## src/rtl/rst_sync_seq.sv

```systemverilog
// Reset synchroniser that releases NUM_CH active-low resets one at a time after a minimum hold.
// Define RST_SEQ_EVT_CNT_EN to add the saturating EVT_CNT count of accepted software resets.
module rst_sync_seq #(
    parameter int NUM_STAGE   = 2,
    parameter int NUM_CH      = 3,
    parameter int MIN_HOLD    = 4,
    parameter int RELEASE_GAP = 2
) (
    input  logic              CLK,
    input  logic              RST,
    input  logic              SW_RST,
    output logic [NUM_CH-1:0] SYNC_RST,
`ifdef RST_SEQ_EVT_CNT_EN
    output logic [7:0]        EVT_CNT,
`endif
    output logic              RST_DONE
);
    localparam int HOLD_W = $clog2(MIN_HOLD + 1);
    localparam int GAP_W  = $clog2(RELEASE_GAP + 1);
    localparam int CH_W   = $clog2(NUM_CH + 1);

    localparam logic [HOLD_W-1:0] HOLD_LAST = HOLD_W'(MIN_HOLD - 1);
    localparam logic [GAP_W-1:0]  GAP_LAST  = GAP_W'(RELEASE_GAP - 1);
    localparam logic [CH_W-1:0]   CH_LAST   = CH_W'(NUM_CH - 1);
    localparam logic [NUM_CH-1:0] CH_ONE    = NUM_CH'(1);

    typedef enum logic [1:0] {
        ST_HOLD,
        ST_RELEASE,
        ST_DONE
    } state_t;

    logic [NUM_STAGE-1:0] r_sync;
    logic                 w_sync_n;

    state_t               r_state;
    state_t               w_state_nxt;
    logic [HOLD_W-1:0]    r_hold_cnt;
    logic [HOLD_W-1:0]    w_hold_cnt_nxt;
    logic [GAP_W-1:0]     r_gap_cnt;
    logic [GAP_W-1:0]     w_gap_cnt_nxt;
    logic [CH_W-1:0]      r_ch_cnt;
    logic [CH_W-1:0]      w_ch_cnt_nxt;
    logic [NUM_CH-1:0]    r_sync_rst;
    logic [NUM_CH-1:0]    w_sync_rst_nxt;
    logic                 r_rst_done;
    logic                 w_rst_done_nxt;

    // Deassertion synchroniser; a software reset never touches it.
    always_ff @(posedge CLK or negedge RST) begin
        if (!RST) begin
            r_sync <= '0;
        end else begin
            r_sync <= {r_sync[NUM_STAGE-2:0], 1'b1};
        end
    end

    assign w_sync_n = r_sync[NUM_STAGE-1];

    always_ff @(posedge CLK or negedge RST) begin
        if (!RST) begin
            r_state    <= ST_HOLD;
            r_hold_cnt <= '0;
            r_gap_cnt  <= '0;
            r_ch_cnt   <= '0;
            r_sync_rst <= '0;
            r_rst_done <= 1'b0;
        end else begin
            r_state    <= w_state_nxt;
            r_hold_cnt <= w_hold_cnt_nxt;
            r_gap_cnt  <= w_gap_cnt_nxt;
            r_ch_cnt   <= w_ch_cnt_nxt;
            r_sync_rst <= w_sync_rst_nxt;
            r_rst_done <= w_rst_done_nxt;
        end
    end

    always_comb begin
        w_state_nxt    = r_state;
        w_hold_cnt_nxt = r_hold_cnt;
        w_gap_cnt_nxt  = r_gap_cnt;
        w_ch_cnt_nxt   = r_ch_cnt;
        w_sync_rst_nxt = r_sync_rst;
        w_rst_done_nxt = r_rst_done;
        case (r_state)
            ST_HOLD: begin
                // A request while holding only restarts the hold window.
                if (SW_RST) begin
                    w_hold_cnt_nxt = '0;
                end else if (w_sync_n) begin
                    if (r_hold_cnt == HOLD_LAST) begin
                        w_hold_cnt_nxt = '0;
                        w_gap_cnt_nxt  = '0;
                        w_ch_cnt_nxt   = CH_W'(1);
                        w_sync_rst_nxt = CH_ONE;
                        if (NUM_CH == 1) begin
                            w_rst_done_nxt = 1'b1;
                            w_state_nxt    = ST_DONE;
                        end else begin
                            w_state_nxt    = ST_RELEASE;
                        end
                    end else begin
                        w_hold_cnt_nxt = r_hold_cnt + HOLD_W'(1);
                    end
                end
            end
            ST_RELEASE, ST_DONE: begin
                if (SW_RST) begin
                    w_state_nxt    = ST_HOLD;
                    w_hold_cnt_nxt = '0;
                    w_gap_cnt_nxt  = '0;
                    w_ch_cnt_nxt   = '0;
                    w_sync_rst_nxt = '0;
                    w_rst_done_nxt = 1'b0;
                end else if (r_state == ST_RELEASE) begin
                    if (r_gap_cnt == GAP_LAST) begin
                        w_gap_cnt_nxt  = '0;
                        w_ch_cnt_nxt   = r_ch_cnt + CH_W'(1);
                        w_sync_rst_nxt = (r_sync_rst << 1) | CH_ONE;
                        if (r_ch_cnt == CH_LAST) begin
                            w_rst_done_nxt = 1'b1;
                            w_state_nxt    = ST_DONE;
                        end
                    end else begin
                        w_gap_cnt_nxt = r_gap_cnt + GAP_W'(1);
                    end
                end
            end
            default: begin
                w_state_nxt = ST_HOLD;
            end
        endcase
    end

    assign SYNC_RST = r_sync_rst;
    assign RST_DONE = r_rst_done;

`ifdef RST_SEQ_EVT_CNT_EN
    logic       w_sw_accept;
    logic [7:0] r_evt_cnt;

    assign w_sw_accept = SW_RST && (r_state != ST_HOLD);

    always_ff @(posedge CLK or negedge RST) begin
        if (!RST) begin
            r_evt_cnt <= '0;
        end else if (w_sw_accept && (r_evt_cnt != 8'hFF)) begin
            r_evt_cnt <= r_evt_cnt + 8'd1;
        end
    end

    assign EVT_CNT = r_evt_cnt;
`endif

endmodule

```

## config.mk

```make
export PLATFORM = sky130hd
export DESIGN_NAME = rst_sync_seq
export DESIGN_NICKNAME = d
export VERILOG_FILES = /design/src/rtl/rst_sync_seq.sv
export SDC_FILE = /design/constraint.sdc
export NUM_CORES = 1
export LEC_CHECK = 0
export ABC_AREA = 1
export BUFFER_PORTS_ARGS = -buffer_cell sky130_fd_sc_hd__buf_2
export CAP_MARGIN = 20
export CORE_MARGIN = 8
export CORE_UTILIZATION = 47
export CTS_CLUSTER_SIZE = 10
export DETAILED_ROUTE_END_ITERATION = 6
export MAX_ROUTING_LAYER = met4
export PLACE_DENSITY = 0.64
export SETUP_SLACK_MARGIN = 0.4
export SYNTH_ARGS = -nofsm -noshare
export SYNTH_HDL_FRONTEND = slang
export SYNTH_SLANG_ARGS = --single-unit
```

## constraint.sdc

```tcl
create_clock -name CLK -period 4 [get_ports CLK]
set_input_delay 0.4 -clock CLK [delete_from_list [all_inputs] [get_ports CLK]]
set_output_delay 0.4 -clock CLK [all_outputs]
set_load 0.03 [all_outputs]
```

==> run metrics, run 1 <==
status finished clean; commonest non-fill, non-tap cell in the layout nand2_1; crit end category register; area of the multi-input gates 410 um^2; Synth Instances 105; r2r worst-path depth 8; row count 15; port bufs 6; Pwr Total 765 uW; worst clock skew 3.60 ps; Post-Place Worst Slack 2330 ps; Tcrit/Tclk final 42.4%; CP max FO 11; Hold Slack 0.895 ps; Die Width 58.7 um; LEAKAGE 0.492 nW; Antenna Nets Post-Route 0; final setup fails 0; Pins Over Slew Limit 0; initial antenna violation count 0; H-tree level count 1; Slowest cell on crit path ha_1; syn nets 113; Initial Utilization 49.6%; Crit Path Class register to register; register area share after synthesis 43.8%; Post-Route Setup TNS 0 ps; end-of-flow core utilization 53.6%; nets@finish 122; Worst VDD drop 0.341 mV; Final Cell Area 926 um^2; Hold Buf Count CTS 0; Tot GR Track Use 11.0%; global-route wire length before repair 2.86 mm; root buf cell clkbuf_4; synthesized flop and latch total 15; Warnings, synthesis 0; max-cap viol count 0; Cell Pwr Density 827 nW/um^2; Vias/cell 4.86; crit start category register; via count 670; critical path buffer and inverter count 2; clock latency on the worst-skew pair 280 ps; vias in the first global route 656; GRT overflow 0; DR pass1 iterations 4; Die ar. 3450 um^2; I/O pins 7; Worst path max stage delay 470 ps; routed len/inst 11.3 um; slack of the worst reg-to-reg path 2310 ps; Mapped Area 857 um^2; DRC viols 0; origin of the critical flop-to-flop path r_state[0]; Final GP Congestion 0.859; highest-count cells in the layout ignoring fill and taps 30 x nand2_1, 15 x dfrtp_1, 13 x inv_1; CTS resizes 0; crit path DAT 1920 ps; library cells used by synthesis 24; CP cell instances inv_1, ha_1, inv_1, nor2_1, nand2_2, nand3_1, nand2_1, nand2_1; Num CTS Buffers 3; Cell Area, Placed 900 um^2; Routed Wire Length 1.56 mm; Post-CTS Setup Inserts 0; minimum clock period 1690 ps; fillers 163; share of post-route cells with drive strength above 1 15.9%; DP HPWL 1.21 mm; die span in y 58.7 um; Hold Path Class input pin to asynchronous set/reset pin; CTS tree built; Iter 0 DRT Violations 13; Finished Layout Cells 138; core area 1730 um^2; r2r endpoint r_state[0]; CTS Sinks 15; Worst-path clk slew 90 ps; RSZ-0062 raised after global routing no; delay-heaviest family, CP simple AND/OR/NAND/NOR gates; Area growth syn-to-layout 8.03%; area taken by flip-flops and latches 375 um^2; buffer depth of the longest clock path 2; FMAX 0.590 GHz; Worst Path Required 4230 ps; Placed Cells 134; largest net degree at the start of global routing 16; n_diodes 0; setup ws final 2310 ps; Fin. Hold Viols 0; Avg Inst Size Synth 8.16 um^2
report_power, final:
group          leakage, nW  internal (mW)  switching (mW)
combinational        0.281          0.144           0.305
sequential           0.196          0.199          0.0297
clock               0.0150         0.0387          0.0490
worst register-to-register path, stage by stage, from the launching register on:
cell,delay [ps]
dfrtp_1,380
inv_1,70
ha_1,470
inv_1,120
nor2_1,170
nand2_2,150
nand3_1,150
nand2_1,70
nand2_1,60
routing by layer:
layer  track usage [%]  wire, um
met2              17.3       769
met4              5.12        12
met5                 -         0
met3              2.83        51
met1              13.0       725
cells in the mapped netlist:
| master | number | share of area (%) |
|---|---|---|
| nand2_1 | 30 | 13 |
| dfrtp_1 | 15 | 44 |
| inv_1 | 13 | 5.7 |
| nor2_1 | 10 | 4.4 |
| ha_1 | 5 | 7.3 |
| nand4_1 | 5 | 3.6 |
| nand3_1 | 4 | 2.3 |
| o21ai_0 | 4 | 2.3 |
| a21oi_2 | 2 | 2.0 |
| nor3_1 | 2 | 1.2 |
| o21ai_1 | 2 | 1.2 |
| a21oi_1 | 1 | 0.58 |
| buf_4 | 1 | 0.88 |
| buf_6 | 1 | 1.3 |
| conb_1 | 1 | 0.44 |
| inv_2 | 1 | 0.44 |
| nand2_2 | 1 | 0.73 |
| nand2_4 | 1 | 1.3 |
| nand3_2 | 1 | 1.2 |
| nand3b_1 | 1 | 0.88 |
| nor2_2 | 1 | 0.73 |
| nor2_4 | 1 | 1.3 |
| nor2_8 | 1 | 2.3 |
| o21a_1 | 1 | 0.88 |
sequential cells by signal, summed over array words and instances, names as in the netlist:
register,cells
SYNC_RST,3
r_hold_cnt,3
r_state,2
r_gap_cnt,2
r_ch_cnt,2
r_sync,2
RST_DONE,1
area by class of cell:
class / instances / area share, %
Multi-Input combinational cell: 74 / 44.3
Sequential cell: 15 / 40.5
Inverter: 14 / 5.68
Tap cell: 25 / 3.38
Timing Repair Buffer: 6 / 3.24
Clock buffer: 4 / 2.84
cell families (layout without fill, tap and decap cells):
logic type | count (synthesis) | count (layout) | synth area share [%]
AOI/OAI and AO/OA | 10 | 10 | 7.01
adders and majority gates | 5 | 5 | 7.30
buffers and inverters | 16 | 24 | 8.32
DFF | 15 | 15 | 43.8
other | 1 | 1 | 0.438
and+or+nand+nor | 58 | 58 | 33.1
how the worst max path moves through the flow:
stage / startpoint / endpoint / slack [ps] / cells after the start
after detailed placement: r_state[0] / r_state[0] / 2330 / 8
after global routing: r_state[0] / SYNC_RST[1] / 2140 / 8
after floorplan: r_state[0] / r_gap_cnt[0] / 2550 / 9
final: r_state[0] / r_state[0] / 2310 / 8
after global placement: r_state[0] / r_state[1] / 2420 / 8
after CTS: r_state[0] / r_state[0] / 2300 / 8
Note: power is estimated with default switching activity, not from simulation.
==> run 2, diff against run 1 <==
==> constraint.sdc (replaced) <==
create_clock -name CLK -period 1.7 [get_ports CLK]
set_input_delay 0.17 -clock CLK [delete_from_list [all_inputs] [get_ports CLK]]
set_output_delay 0.17 -clock CLK [all_outputs]
set_load 0.03 [all_outputs]
==> run metrics, run 2 (synthesized netlist as in run 1, its figures left out) <==
Fin. Hold Viols 0 (unchanged); GRT overflow 0 (unchanged); Num CTS Buffers 3 (unchanged); setup ws final 257 ps (-2050 ps); LEAKAGE 0.551 nW (+12%); fillers 137 (-16%); die span in y 58.7 um (unchanged); Iter 0 DRT Violations 23 (+10); Final GP Congestion 0.839 (-2.3%); final setup fails 0 (unchanged); Hold Path Class input pin to register; routed len/inst 13.3 um (+18%); row count 15 (unchanged); initial antenna violation count 0 (unchanged); CTS Sinks 15 (unchanged); crit path launch r_state[1]; clock latency on the worst-skew pair 290 ps (about the same); Pins Over Slew Limit 0 (unchanged); I/O pins 7 (unchanged); area of the multi-input gates 532 um^2 (+30%); origin of the critical flop-to-flop path r_state[1]; highest-count cells in the layout ignoring fill and taps 27 x nand2_1, 15 x dfrtp_1, 9 x inv_1; nets@finish 131 (+7.4%); Worst VDD drop 1.19 mV (+250%); Crit Path Class register to register; via count 782 (+17%); n_diodes 0 (unchanged); Pwr Total 2.42 mW (+220%); r2r endpoint r_state[0]; worst clock skew 5.20 ps (+1.60 ps); DRC viols 0 (unchanged); core area 1730 um^2 (unchanged); max-cap viol count 0 (unchanged); port bufs 6 (unchanged); status finished clean; CP max FO 7 (-4); RSZ-0062 raised after global routing yes; H-tree level count 1 (unchanged); worst hold path startpoint SW_RST; Worst Setup EP r_state[0]; Antenna Nets Post-Route 0 (unchanged); crit end category register; slack of the worst reg-to-reg path 260 ps (-2050 ps); DR pass1 iterations 5 (+1); Die ar. 3450 um^2 (unchanged); Tot GR Track Use 12.3% (+1.3 points); Post-Route Setup TNS 0 ps (unchanged); FMAX 0.693 GHz (+17%); Routed Wire Length 1.96 mm (+26%); Area growth syn-to-layout 30.4%; vias in the first global route 718 (+9.5%); global-route wire length before repair 3.20 mm (+12%); root buf cell clkbuf_4; commonest non-fill, non-tap cell in the layout nand2_1; Post-Place Worst Slack 182 ps (-2150 ps); Worst Path Required 1930 ps (-2300 ps); minimum clock period 1440 ps (-252 ps); Tcrit/Tclk final 84.9% (+43 points); Worst-path clk slew 90 ps (about the same); Cell Pwr Density 2160 nW/um^2 (+160%); largest net degree at the start of global routing 16 (unchanged); buffer depth of the longest clock path 2 (unchanged); Initial Utilization 49.6% (unchanged); r2r worst-path depth 8 (unchanged); DP HPWL 1.20 mm (-0.60%); Vias/cell 5.32 (+9.6%); crit path DAT 1670 ps (-250 ps); CTS tree built; Die Width 58.7 um (unchanged); share of post-route cells with drive strength above 1 36.9% (+21 points); area taken by flip-flops and latches 375 um^2 (unchanged); crit start category register
==> run 2: cell type report <==
type                            count  share of cell area [%]
Multi-Input combinational cell     75                    47.6
Sequential cell                    15                    33.6
Timing Repair Buffer               14                    8.62
Inverter                           14                    4.93
Tap cell                           25                    2.80
Clock buffer                        3                    2.02
Clock inverter                      1                   0.448
==> run 2: timing repair <==
item / CTS / global route
setup endpoints to repair: 12 / 13
hold endpoints to repair: 15 / 0
gates cloned: 1 / 0
pin swaps: 7 / 9
hold buffers: 1 / 0
setup buffers: 4 / 3
resized for setup: 19 / 8
==> run 2: worst min-delay path by stage <==
stage                               end  slack, ps  cells after the start
after detailed placement  r_hold_cnt[1]         90                      1
after CTS                      RST_DONE        290                      3
after floorplan                RST_DONE       -130                      0
after global placement    r_hold_cnt[1]         90                      1
final                          RST_DONE        300                      3
after global routing           RST_DONE        300                      3
==> run 2: power by group <==
part | switching [mW] | internal (mW)
logic | 1.01 | 0.658
registers | 0.0734 | 0.467
clock network | 0.120 | 0.0875
total | 1.20 | 1.21
==> run 2: worst max-delay path, cell delays in order, from the launching register on <==
cell and delay [ps]:
dfrtp_1 410, inv_2 120, ha_4 250, buf_6 140
nand2_1 60, nand2_1 70, nor2_2 170, nand3_2 110
nand2_1 60
==> run 2: per-stage QoR <==
stage                     hold slack [ps]  std cells  cell area [um^2]  util, %
final                                 300        147              1120     64.7
after detailed placement             93.4        134               927     53.7
after global placement               92.5        134               927     53.7
after floorplan                      -126        105               888        -
after CTS                             286        144              1070     61.8
after global routing                  299        147              1120     64.7
==> run 2: per-layer routing <==
layer  share of wire [%]  global-route usage, %
met1                  40                   13.5
met2                  50                   21.3
met3                 4.9                   1.96
met4                 4.2                   6.14
met5                   0                      -
